### src/rtl/qos_vc_drain_if.sv
// Bundles the class-FIFO pop side, the merged output stream and the counter
// read port of qos_vc_drain. The drain itself uses the master view; whatever
// sits around it (FIFOs, link transmitter, CSR reader) uses the slave view.
interface qos_vc_drain_if;
  logic        init;
  logic        fifo_empty0;
  logic        fifo_empty1;
  logic        fifo_empty2;
  logic        fifo_empty3;
  logic [11:0] fifo_dataout0;
  logic [11:0] fifo_dataout1;
  logic [11:0] fifo_dataout2;
  logic [11:0] fifo_dataout3;
  logic        popBP0;
  logic        popBP1;
  logic        popBP2;
  logic        popBP3;
  logic        ready_in;
  logic        valid_out;
  logic [11:0] data_out;
  logic        req;
  logic [2:0]  idx;
  logic        valid;
  logic [4:0]  data;
  logic        active_out;
  logic        idle_out;

  modport master (
    input  init, fifo_empty0, fifo_empty1, fifo_empty2, fifo_empty3,
    input  fifo_dataout0, fifo_dataout1, fifo_dataout2, fifo_dataout3,
    input  ready_in, req, idx,
    output popBP0, popBP1, popBP2, popBP3,
    output valid_out, data_out, valid, data, active_out, idle_out
  );

  modport slave (
    output init, fifo_empty0, fifo_empty1, fifo_empty2, fifo_empty3,
    output fifo_dataout0, fifo_dataout1, fifo_dataout2, fifo_dataout3,
    output ready_in, req, idx,
    input  popBP0, popBP1, popBP2, popBP3,
    input  valid_out, data_out, valid, data, active_out, idle_out
  );
endinterface

### src/rtl/qos_vc_drain.sv
// qos_vc_drain: round-robin drain of the four QoS class FIFOs into one
// ready/valid stream, with per-class delivered-word counters and a tag-error
// counter readable through a registered req/idx read port.
module qos_vc_drain (
  input logic            clk,
  input logic            reset,
  qos_vc_drain_if.master bus
);
  localparam int DATA_W = 12;
  localparam int CNT_W  = 5;

  typedef enum logic [1:0] {ST_RESET, ST_INIT, ST_IDLE, ST_ACTIVE} state_t;

  state_t             state_q;
  state_t             state_d;
  logic               pop_en;

  logic [3:0]         empty_vec;
  logic [DATA_W-1:0]  fifo_data [4];

  logic [1:0]         rr_ptr;
  logic               grant_vld;
  logic [1:0]         grant_idx;
  logic [1:0]         cand;
  logic               pop_fire;
  logic [3:0]         pop_vec;

  // a pop issued last cycle whose word is on fifo_dataout this cycle
  logic               pop_vld_p1;
  logic [1:0]         pop_cls_p1;

  logic [DATA_W-1:0]  buf_data [2];
  logic [1:0]         buf_cls  [2];
  logic               rd_ptr;
  logic               wr_ptr;
  logic [1:0]         occ;
  logic [1:0]         credit;
  logic               room;
  logic               capture;
  logic               retire;
  logic               tag_err;

  logic [CNT_W-1:0]   cnt [4];
  logic [CNT_W-1:0]   err_cnt;
  logic [CNT_W-1:0]   rd_sel;

  assign empty_vec    = {bus.fifo_empty3, bus.fifo_empty2, bus.fifo_empty1, bus.fifo_empty0};
  assign fifo_data[0] = bus.fifo_dataout0;
  assign fifo_data[1] = bus.fifo_dataout1;
  assign fifo_data[2] = bus.fifo_dataout2;
  assign fifo_data[3] = bus.fifo_dataout3;

  assign bus.valid_out = (occ != 2'd0);
  assign bus.data_out  = bus.valid_out ? buf_data[rd_ptr] : '0;
  assign retire        = bus.valid_out & bus.ready_in;
  assign capture       = pop_vld_p1;
  assign tag_err       = capture && (fifo_data[pop_cls_p1][11:10] != pop_cls_p1);

  // A retiring head frees its slot in the same cycle, which is what keeps the
  // stream at one word per clock with only two buffer entries.
  assign credit = occ + {1'b0, pop_vld_p1};
  assign room   = (credit < 2'd2) | retire;

  assign pop_fire = pop_en & grant_vld & room;
  assign pop_vec  = pop_fire ? (4'b0001 << grant_idx) : 4'b0000;
  assign bus.popBP0 = pop_vec[0];
  assign bus.popBP1 = pop_vec[1];
  assign bus.popBP2 = pop_vec[2];
  assign bus.popBP3 = pop_vec[3];

  assign bus.active_out = (state_q == ST_ACTIVE);
  assign bus.idle_out   = (state_q == ST_IDLE);

  // State register.
  always_ff @(posedge clk or negedge reset) begin
    if (!reset) state_q <= ST_RESET;
    else        state_q <= state_d;
  end

  // Next state and pop enable; init overrides every other transition.
  always_comb begin
    state_d = state_q;
    pop_en  = 1'b0;
    case (state_q)
      ST_RESET:  state_d = ST_INIT;
      ST_INIT:   if (!bus.init) state_d = ST_IDLE;
      ST_IDLE: begin
        pop_en = 1'b1;
        if (!(&empty_vec) || (occ != 2'd0)) state_d = ST_ACTIVE;
      end
      ST_ACTIVE: begin
        pop_en = 1'b1;
        if ((&empty_vec) && !pop_vld_p1 && (occ == 2'd0)) state_d = ST_IDLE;
      end
      default:   state_d = ST_RESET;
    endcase
    if (bus.init) state_d = ST_INIT;
  end

  // Round-robin search from rr_ptr; the lowest offset with data wins.
  always_comb begin
    grant_vld = 1'b0;
    grant_idx = rr_ptr;
    cand      = 2'd0;
    for (int k = 3; k >= 0; k--) begin
      cand = rr_ptr + 2'(k);
      if (!empty_vec[cand]) begin
        grant_vld = 1'b1;
        grant_idx = cand;
      end
    end
  end

  // Pop stage: remember which class was popped and advance the pointer.
  always_ff @(posedge clk or negedge reset) begin
    if (!reset) begin
      pop_vld_p1 <= 1'b0;
      pop_cls_p1 <= 2'd0;
      rr_ptr     <= 2'd0;
    end else begin
      pop_vld_p1 <= pop_fire;
      if (pop_fire) begin
        pop_cls_p1 <= grant_idx;
        rr_ptr     <= grant_idx + 2'd1;
      end
    end
  end

  // Output buffer pointers and occupancy.
  always_ff @(posedge clk or negedge reset) begin
    if (!reset) begin
      rd_ptr <= 1'b0;
      wr_ptr <= 1'b0;
      occ    <= 2'd0;
    end else begin
      if (capture) wr_ptr <= ~wr_ptr;
      if (retire)  rd_ptr <= ~rd_ptr;
      occ <= occ + {1'b0, capture} - {1'b0, retire};
    end
  end

  // Output buffer payload; valid_out gating makes a reset of these unnecessary.
  always_ff @(posedge clk) begin
    if (capture) begin
      buf_data[wr_ptr] <= fifo_data[pop_cls_p1];
      buf_cls[wr_ptr]  <= pop_cls_p1;
    end
  end

  // Delivered-word counters wrap; the tag-error counter saturates.
  always_ff @(posedge clk or negedge reset) begin
    if (!reset) begin
      for (int i = 0; i < 4; i++) cnt[i] <= '0;
      err_cnt <= '0;
    end else if (state_q == ST_INIT) begin
      for (int i = 0; i < 4; i++) cnt[i] <= '0;
      err_cnt <= '0;
    end else begin
      if (retire) cnt[buf_cls[rd_ptr]] <= cnt[buf_cls[rd_ptr]] + 5'd1;
      if (tag_err && (err_cnt != 5'd31)) err_cnt <= err_cnt + 5'd1;
    end
  end

  // Read-port select.
  always_comb begin
    rd_sel = '0;
    case (bus.idx)
      3'd0:    rd_sel = cnt[0];
      3'd1:    rd_sel = cnt[1];
      3'd2:    rd_sel = cnt[2];
      3'd3:    rd_sel = cnt[3];
      3'd4:    rd_sel = err_cnt;
      default: rd_sel = '0;
    endcase
  end

  // Registered read response; same-cycle increments show up on the next read.
  always_ff @(posedge clk or negedge reset) begin
    if (!reset) begin
      bus.valid <= 1'b0;
      bus.data  <= '0;
    end else begin
      bus.valid <= bus.req;
      bus.data  <= bus.req ? rd_sel : '0;
    end
  end
endmodule

### src/flat_wrapper.sv
// flat-port wrapper written by rule: the top's interface ports become plain ports
module qos_vc_drain_flat 
  (clk, reset, bus_init, bus_fifo_empty0, bus_fifo_empty1, bus_fifo_empty2, bus_fifo_empty3, bus_fifo_dataout0, bus_fifo_dataout1, bus_fifo_dataout2, bus_fifo_dataout3, bus_ready_in, bus_req, bus_idx, bus_popBP0, bus_popBP1, bus_popBP2, bus_popBP3, bus_valid_out, bus_data_out, bus_valid, bus_data, bus_active_out, bus_idle_out);
  qos_vc_drain_if bus_i ();
  input logic clk;
  input logic reset;
  input wire logic [$bits(bus_i.init)-1:0] bus_init;
  input wire logic [$bits(bus_i.fifo_empty0)-1:0] bus_fifo_empty0;
  input wire logic [$bits(bus_i.fifo_empty1)-1:0] bus_fifo_empty1;
  input wire logic [$bits(bus_i.fifo_empty2)-1:0] bus_fifo_empty2;
  input wire logic [$bits(bus_i.fifo_empty3)-1:0] bus_fifo_empty3;
  input wire logic [$bits(bus_i.fifo_dataout0)-1:0] bus_fifo_dataout0;
  input wire logic [$bits(bus_i.fifo_dataout1)-1:0] bus_fifo_dataout1;
  input wire logic [$bits(bus_i.fifo_dataout2)-1:0] bus_fifo_dataout2;
  input wire logic [$bits(bus_i.fifo_dataout3)-1:0] bus_fifo_dataout3;
  input wire logic [$bits(bus_i.ready_in)-1:0] bus_ready_in;
  input wire logic [$bits(bus_i.req)-1:0] bus_req;
  input wire logic [$bits(bus_i.idx)-1:0] bus_idx;
  output wire logic [$bits(bus_i.popBP0)-1:0] bus_popBP0;
  output wire logic [$bits(bus_i.popBP1)-1:0] bus_popBP1;
  output wire logic [$bits(bus_i.popBP2)-1:0] bus_popBP2;
  output wire logic [$bits(bus_i.popBP3)-1:0] bus_popBP3;
  output wire logic [$bits(bus_i.valid_out)-1:0] bus_valid_out;
  output wire logic [$bits(bus_i.data_out)-1:0] bus_data_out;
  output wire logic [$bits(bus_i.valid)-1:0] bus_valid;
  output wire logic [$bits(bus_i.data)-1:0] bus_data;
  output wire logic [$bits(bus_i.active_out)-1:0] bus_active_out;
  output wire logic [$bits(bus_i.idle_out)-1:0] bus_idle_out;
  assign bus_i.init = bus_init;
  assign bus_i.fifo_empty0 = bus_fifo_empty0;
  assign bus_i.fifo_empty1 = bus_fifo_empty1;
  assign bus_i.fifo_empty2 = bus_fifo_empty2;
  assign bus_i.fifo_empty3 = bus_fifo_empty3;
  assign bus_i.fifo_dataout0 = bus_fifo_dataout0;
  assign bus_i.fifo_dataout1 = bus_fifo_dataout1;
  assign bus_i.fifo_dataout2 = bus_fifo_dataout2;
  assign bus_i.fifo_dataout3 = bus_fifo_dataout3;
  assign bus_i.ready_in = bus_ready_in;
  assign bus_i.req = bus_req;
  assign bus_i.idx = bus_idx;
  assign bus_popBP0 = bus_i.popBP0;
  assign bus_popBP1 = bus_i.popBP1;
  assign bus_popBP2 = bus_i.popBP2;
  assign bus_popBP3 = bus_i.popBP3;
  assign bus_valid_out = bus_i.valid_out;
  assign bus_data_out = bus_i.data_out;
  assign bus_valid = bus_i.valid;
  assign bus_data = bus_i.data;
  assign bus_active_out = bus_i.active_out;
  assign bus_idle_out = bus_i.idle_out;
  qos_vc_drain u_core (.clk(clk), .reset(reset), .bus(bus_i));
endmodule
### config.mk
export PLATFORM = sky130hd
export DESIGN_NAME = qos_vc_drain_flat
export DESIGN_NICKNAME = d
export VERILOG_FILES = /design/src/rtl/qos_vc_drain_if.sv /design/src/rtl/qos_vc_drain.sv /design/src/flat_wrapper.sv
export SDC_FILE = /design/constraint.sdc
export NUM_CORES = 1
export LEC_CHECK = 0
export CAP_MARGIN = 10
export CORE_MARGIN = 1.5
export CORE_UTILIZATION = 30
export CTS_BUF_LIST = sky130_fd_sc_hd__clkbuf_16
export CTS_CLUSTER_SIZE = 28
export DETAILED_ROUTE_END_ITERATION = 12
export GPL_TIMING_DRIVEN = 0
export HOLD_SLACK_MARGIN = 0.08
export PLACE_DENSITY = 0.58
export SYNTH_ARGS = -nofsm -noshare
export SYNTH_HDL_FRONTEND = slang
export SYNTH_SLANG_ARGS = --single-unit
### constraint.sdc
create_clock -name clk -period 2.4 [get_ports clk]
set_input_delay 0.24 -clock clk [delete_from_list [all_inputs] [get_ports clk]]
set_output_delay 0.24 -clock clk [all_outputs]
set_load 0.02 [all_outputs]
==> summary.txt <==
Critical path
  • CP cell instances: buf_6 -> mux4_2 -> o211a_1 -> or3_1 -> buf_2 -> or3_1 -> a21oi_2
  • Critical path's slowest cell: mux4_2
  • Critical path endpoint category: flop
  • Critical Path AT: 2.55 ns
  • Reg-to-Reg End: u_core.err_cnt[2]
  • R2r worst-path depth: 7
  • Crit. Startpoint: u_core.pop_cls_p1[0]
  • CP peak stage delay: 0.55 ns
  • CP Launch Type: flop
  • Critical path peak fanout: 6
  • Worst reg2reg startpoint: u_core.pop_cls_p1[0]
  • R2r setup slk: 0.10 ns
  • Critical path type: flop to flop
  • Data required, critical path: 2.65 ns
  • Cell mode on critical path: or3_1

Synthesis
  • Seq cells post-synth: 70
  • Post-synthesis sequential area ratio: 51.29%
  • Synth Flop Type: dfrtp_1
  • Share of the synthesized area in the top cell type: 28.49%
  • Adder-Cell Fraction of Synth Area: 1.696%
  • Proportion of synthesized area in mux cells: 18.59%
  • Top cells by count, synth: nor2_1, dfrtp_1, edfxtp_1
  • Syn_nets: 377
  • YS warnings: 0
  • Synth Cell Area: 3689 um2
  • Largest family of logic cells by synthesized area: multiplexers
  • Simple-gate share of the synthesized area: 12.75%
  • Area leader, netlist: dfrtp_1
  • Yosys cell types: 46
  • EDFF count, synth: 28
  • Most common cell in the netlist: nor2_1
  • Post-synthesis xor/xnor area fraction: 1.900%
  • Most area-consuming cells after synthesis: dfrtp_1, edfxtp_1, mux4_2
  • Asr flop ratio synth: 60.00%
  • Synth Area per Inst: 11.82 um2
  • Cells after Synth: 312
  • Complex-gate fraction of the synthesized area: 10.99%

Drt
  • Met3 Wirelength: 480 um
  • Vias: 2807
  • DRT met1 WL: 3886 um
  • Total wire length: 8554 um
  • Vias/cell: 4.986
  • DRC viols: 0
  • DR iter-0 viols: 138
  • Drt wl/cell: 15.19 um
  • WL met2: 4044 um
  • Antenna viol nets, final: 0
  • DRT Pass-1 Iters: 4
  • Top sig layer: met4

Global routing
  • Largest net degree at the start of global routing: 34
  • Vias in the first global route: 2918
  • First-pass GRT wire length: 14370 um
  • GR Overflow Total: 0
  • GRT Util Overall: 14.31%
  • Initial antenna violation count: 0

Timing
  • Fin crit share: 95.83%
  • # setup viols final: 0
  • Final Hold Fails: 0
  • Layout Skew: 0.005144 ns
  • Max_slew headroom: 45.20%
  • Least-Margin Pin Slew: 0.8203 ns
  • Minimum clock period: 2.300 ns
  • Worst Hold Slack: 0.3127 ns
  • Fin. max-slew vios: 0
  • Fmax: 434.8 MHz
  • Worst setup margin: 0.1000 ns
  • RSZ-0062 raised after global routing: no

Placement
  • GP Congestion: 0.7741
  • Dpl hpwl: 6244 um
  • Port-buffer cells: 83
  • Placement Cell Area: 4730 um2
  • Placed Cells: 544
  • Pre-CTS setup slack: -0.3555 ns

Final layout
  • Final net count: 476
  • Final instance area: 5086 um2
  • Antenna diodes: 0
  • Post-Layout Cell Count: 563
  • P&R area growth vs syn: 37.89%
  • Layout cells sized above 1: 14.66%

Pwr
  • Pint: 3.431 mW
  • Share of total power in the clock network: 22.7%
  • Pwr per Cell Area: 1051 nW/um2
  • Static leakage: 2.034 nW
  • Combinational share of power: 42.7%
  • Switching share of power: 35.82%
  • VDD IR-drop max: 458.5 uV
  • Reg power frac: 34.6%
  • Psw: 1.915 mW

Clocking
  • Skew-Pair Late Insertion Delay: 0.33 ns
  • Clock sinks: 70
  • Clock-pin slew on the worst setup and hold paths: 0.06 ns
  • Clk buf depth: 2
  • CTS tree: done
  • Root buffer cell: clkbuf_16
  • CTS H-tree depth: 3
  • TritonCTS buffer count: 9

Floorplan
  • Die X: 113.9 um
  • Die Y: 113.9 um
  • Site Rows: 40
  • Ports: 85
  • Initial Utilization: 30.71%
  • Die Area: 12970 um2
  • Total core area: 12010 um2

Run status
  • Status: completed

Run
  • MaxCap Viol Count: 0

Worst hold path
  • Hold Crit Class: primary input to asynchronous set/reset pin
through the flow:
step	TNS (ns)	utilization (%)	power, mW
CTS	0	42.25	5.398
detailed placement	-4.756	39.38	4.072
global placement	-5.568	39.16	4.019
global route	0	42.34	5.696
floorplan	0	-	3.271
finish	0	42.34	5.345
cell usage in the layout (no fill, tap or decap), types with 4 or more instances in the layout:
| cell type | instances |
|---|---|
| a211oi_1 | 9 |
| a22oi_1 | 10 |
| a31oi_1 | 5 |
| and2_1 | 12 |
| clkbuf_1 | 8 |
| clkbuf_16 | 9 |
| clkbuf_2 | 5 |
| clkdlybuf4s50_1 | 75 |
| clkinvlp_4 | 4 |
| dfrtp_1 | 40 |
| edfxtp_1 | 28 |
| ha_1 | 5 |
| inv_1 | 10 |
| mux2_2 | 7 |
| mux2i_1 | 23 |
| mux4_2 | 13 |
| nand2_1 | 14 |
| nand3b_1 | 5 |
| nor2_1 | 42 |
| nor2b_1 | 6 |
| o21ai_0 | 13 |
| o22ai_1 | 6 |
| o31ai_1 | 4 |
| xnor2_1 | 4 |
cell families (layout without fill, tap and decap cells):
family                     Yosys count  after routing
AOI/OAI and AO/OA                   60             60
adders and majority gates            5              5
buffers and inverters               25            129
xor gates and xnor gates             8              8
and+or+nand+nor                     96             96
muxes                               48             48
DFF                                 70             70
worst max-delay path: cells and delay by family (launching register included):
kind	cells	cell delay, ns
mux	1	0.55
simple gates	2	0.70
compound gates	2	0.30
buf+inv	2	0.31
flops	1	0.37
worst max path at each step:
| stage | depth (start not counted) | slack (ns) | to |
|---|---|---|---|
| after CTS | 6 | 0.008 | bus_popBP3 |
| after global placement | 5 | -0.34 | bus_data_out[10] |
| after global routing | 7 | 0.004 | u_core.err_cnt[2] |
| after floorplan | 6 | 0.25 | u_core.cnt[14] |
| final | 7 | 0.10 | u_core.err_cnt[2] |
| after detailed placement | 7 | -0.36 | bus_popBP1 |
layout make-up:
class | instances | area (um2)
buffer | 16 | 85.08
clock buffer | 9 | 225.2
clock inverter | 7 | 51.30
fill | 1145 | 6925
inverter | 9 | 33.78
multi-input combinational | 217 | 1743
sequential | 70 | 1894
tap | 147 | 183.9
timing repair buffer | 88 | 869.6
metal layers:
| layer | vias to the layer above | global-route usage, % |
|---|---|---|
| li1 | 1364 | - |
| met1 | 1346 | 17.49 |
| met2 | 87 | 23.94 |
| met3 | 10 | 3.879 |
| met4 | 0 | 6.000 |
| met5 | - | 0 |
power by group through the flow:
stage | clock network (mW) | registers [mW] | logic (mW)
detailed placement | 0 | 1.85 | 2.22
finish | 1.22 | 1.85 | 2.28
CTS | 1.25 | 1.84 | 2.31
floorplan | 0 | 1.80 | 1.47
global route | 1.31 | 1.89 | 2.49
global placement | 0 | 1.84 | 2.18
what timing repair did:
item | CTS | global route
setup endpoints to repair | 22 | 15
pin swaps | 1 | 2
resized for setup | 22 | 14
setup buffers | 2 | 0
endpoints found under the hold margin | 42 | 0
hold buffers | 1 | 0
state kept, by name, summed over array words and instances (netlist names):
name               count
u_core.bus.valid       1
u_core.occ             2
u_core.rr_ptr          2
u_core.bus.data        5
u_core.pop_cls_p1      2
u_core.capture         1
u_core.err_cnt         5
u_core.cnt            20
u_core.state_q         2
u_core.wr_ptr          1
u_core.buf_cls         4
u_core.buf_data       24
u_core.rd_ptr          1
Note: power is estimated with default switching activity, not from simulation.
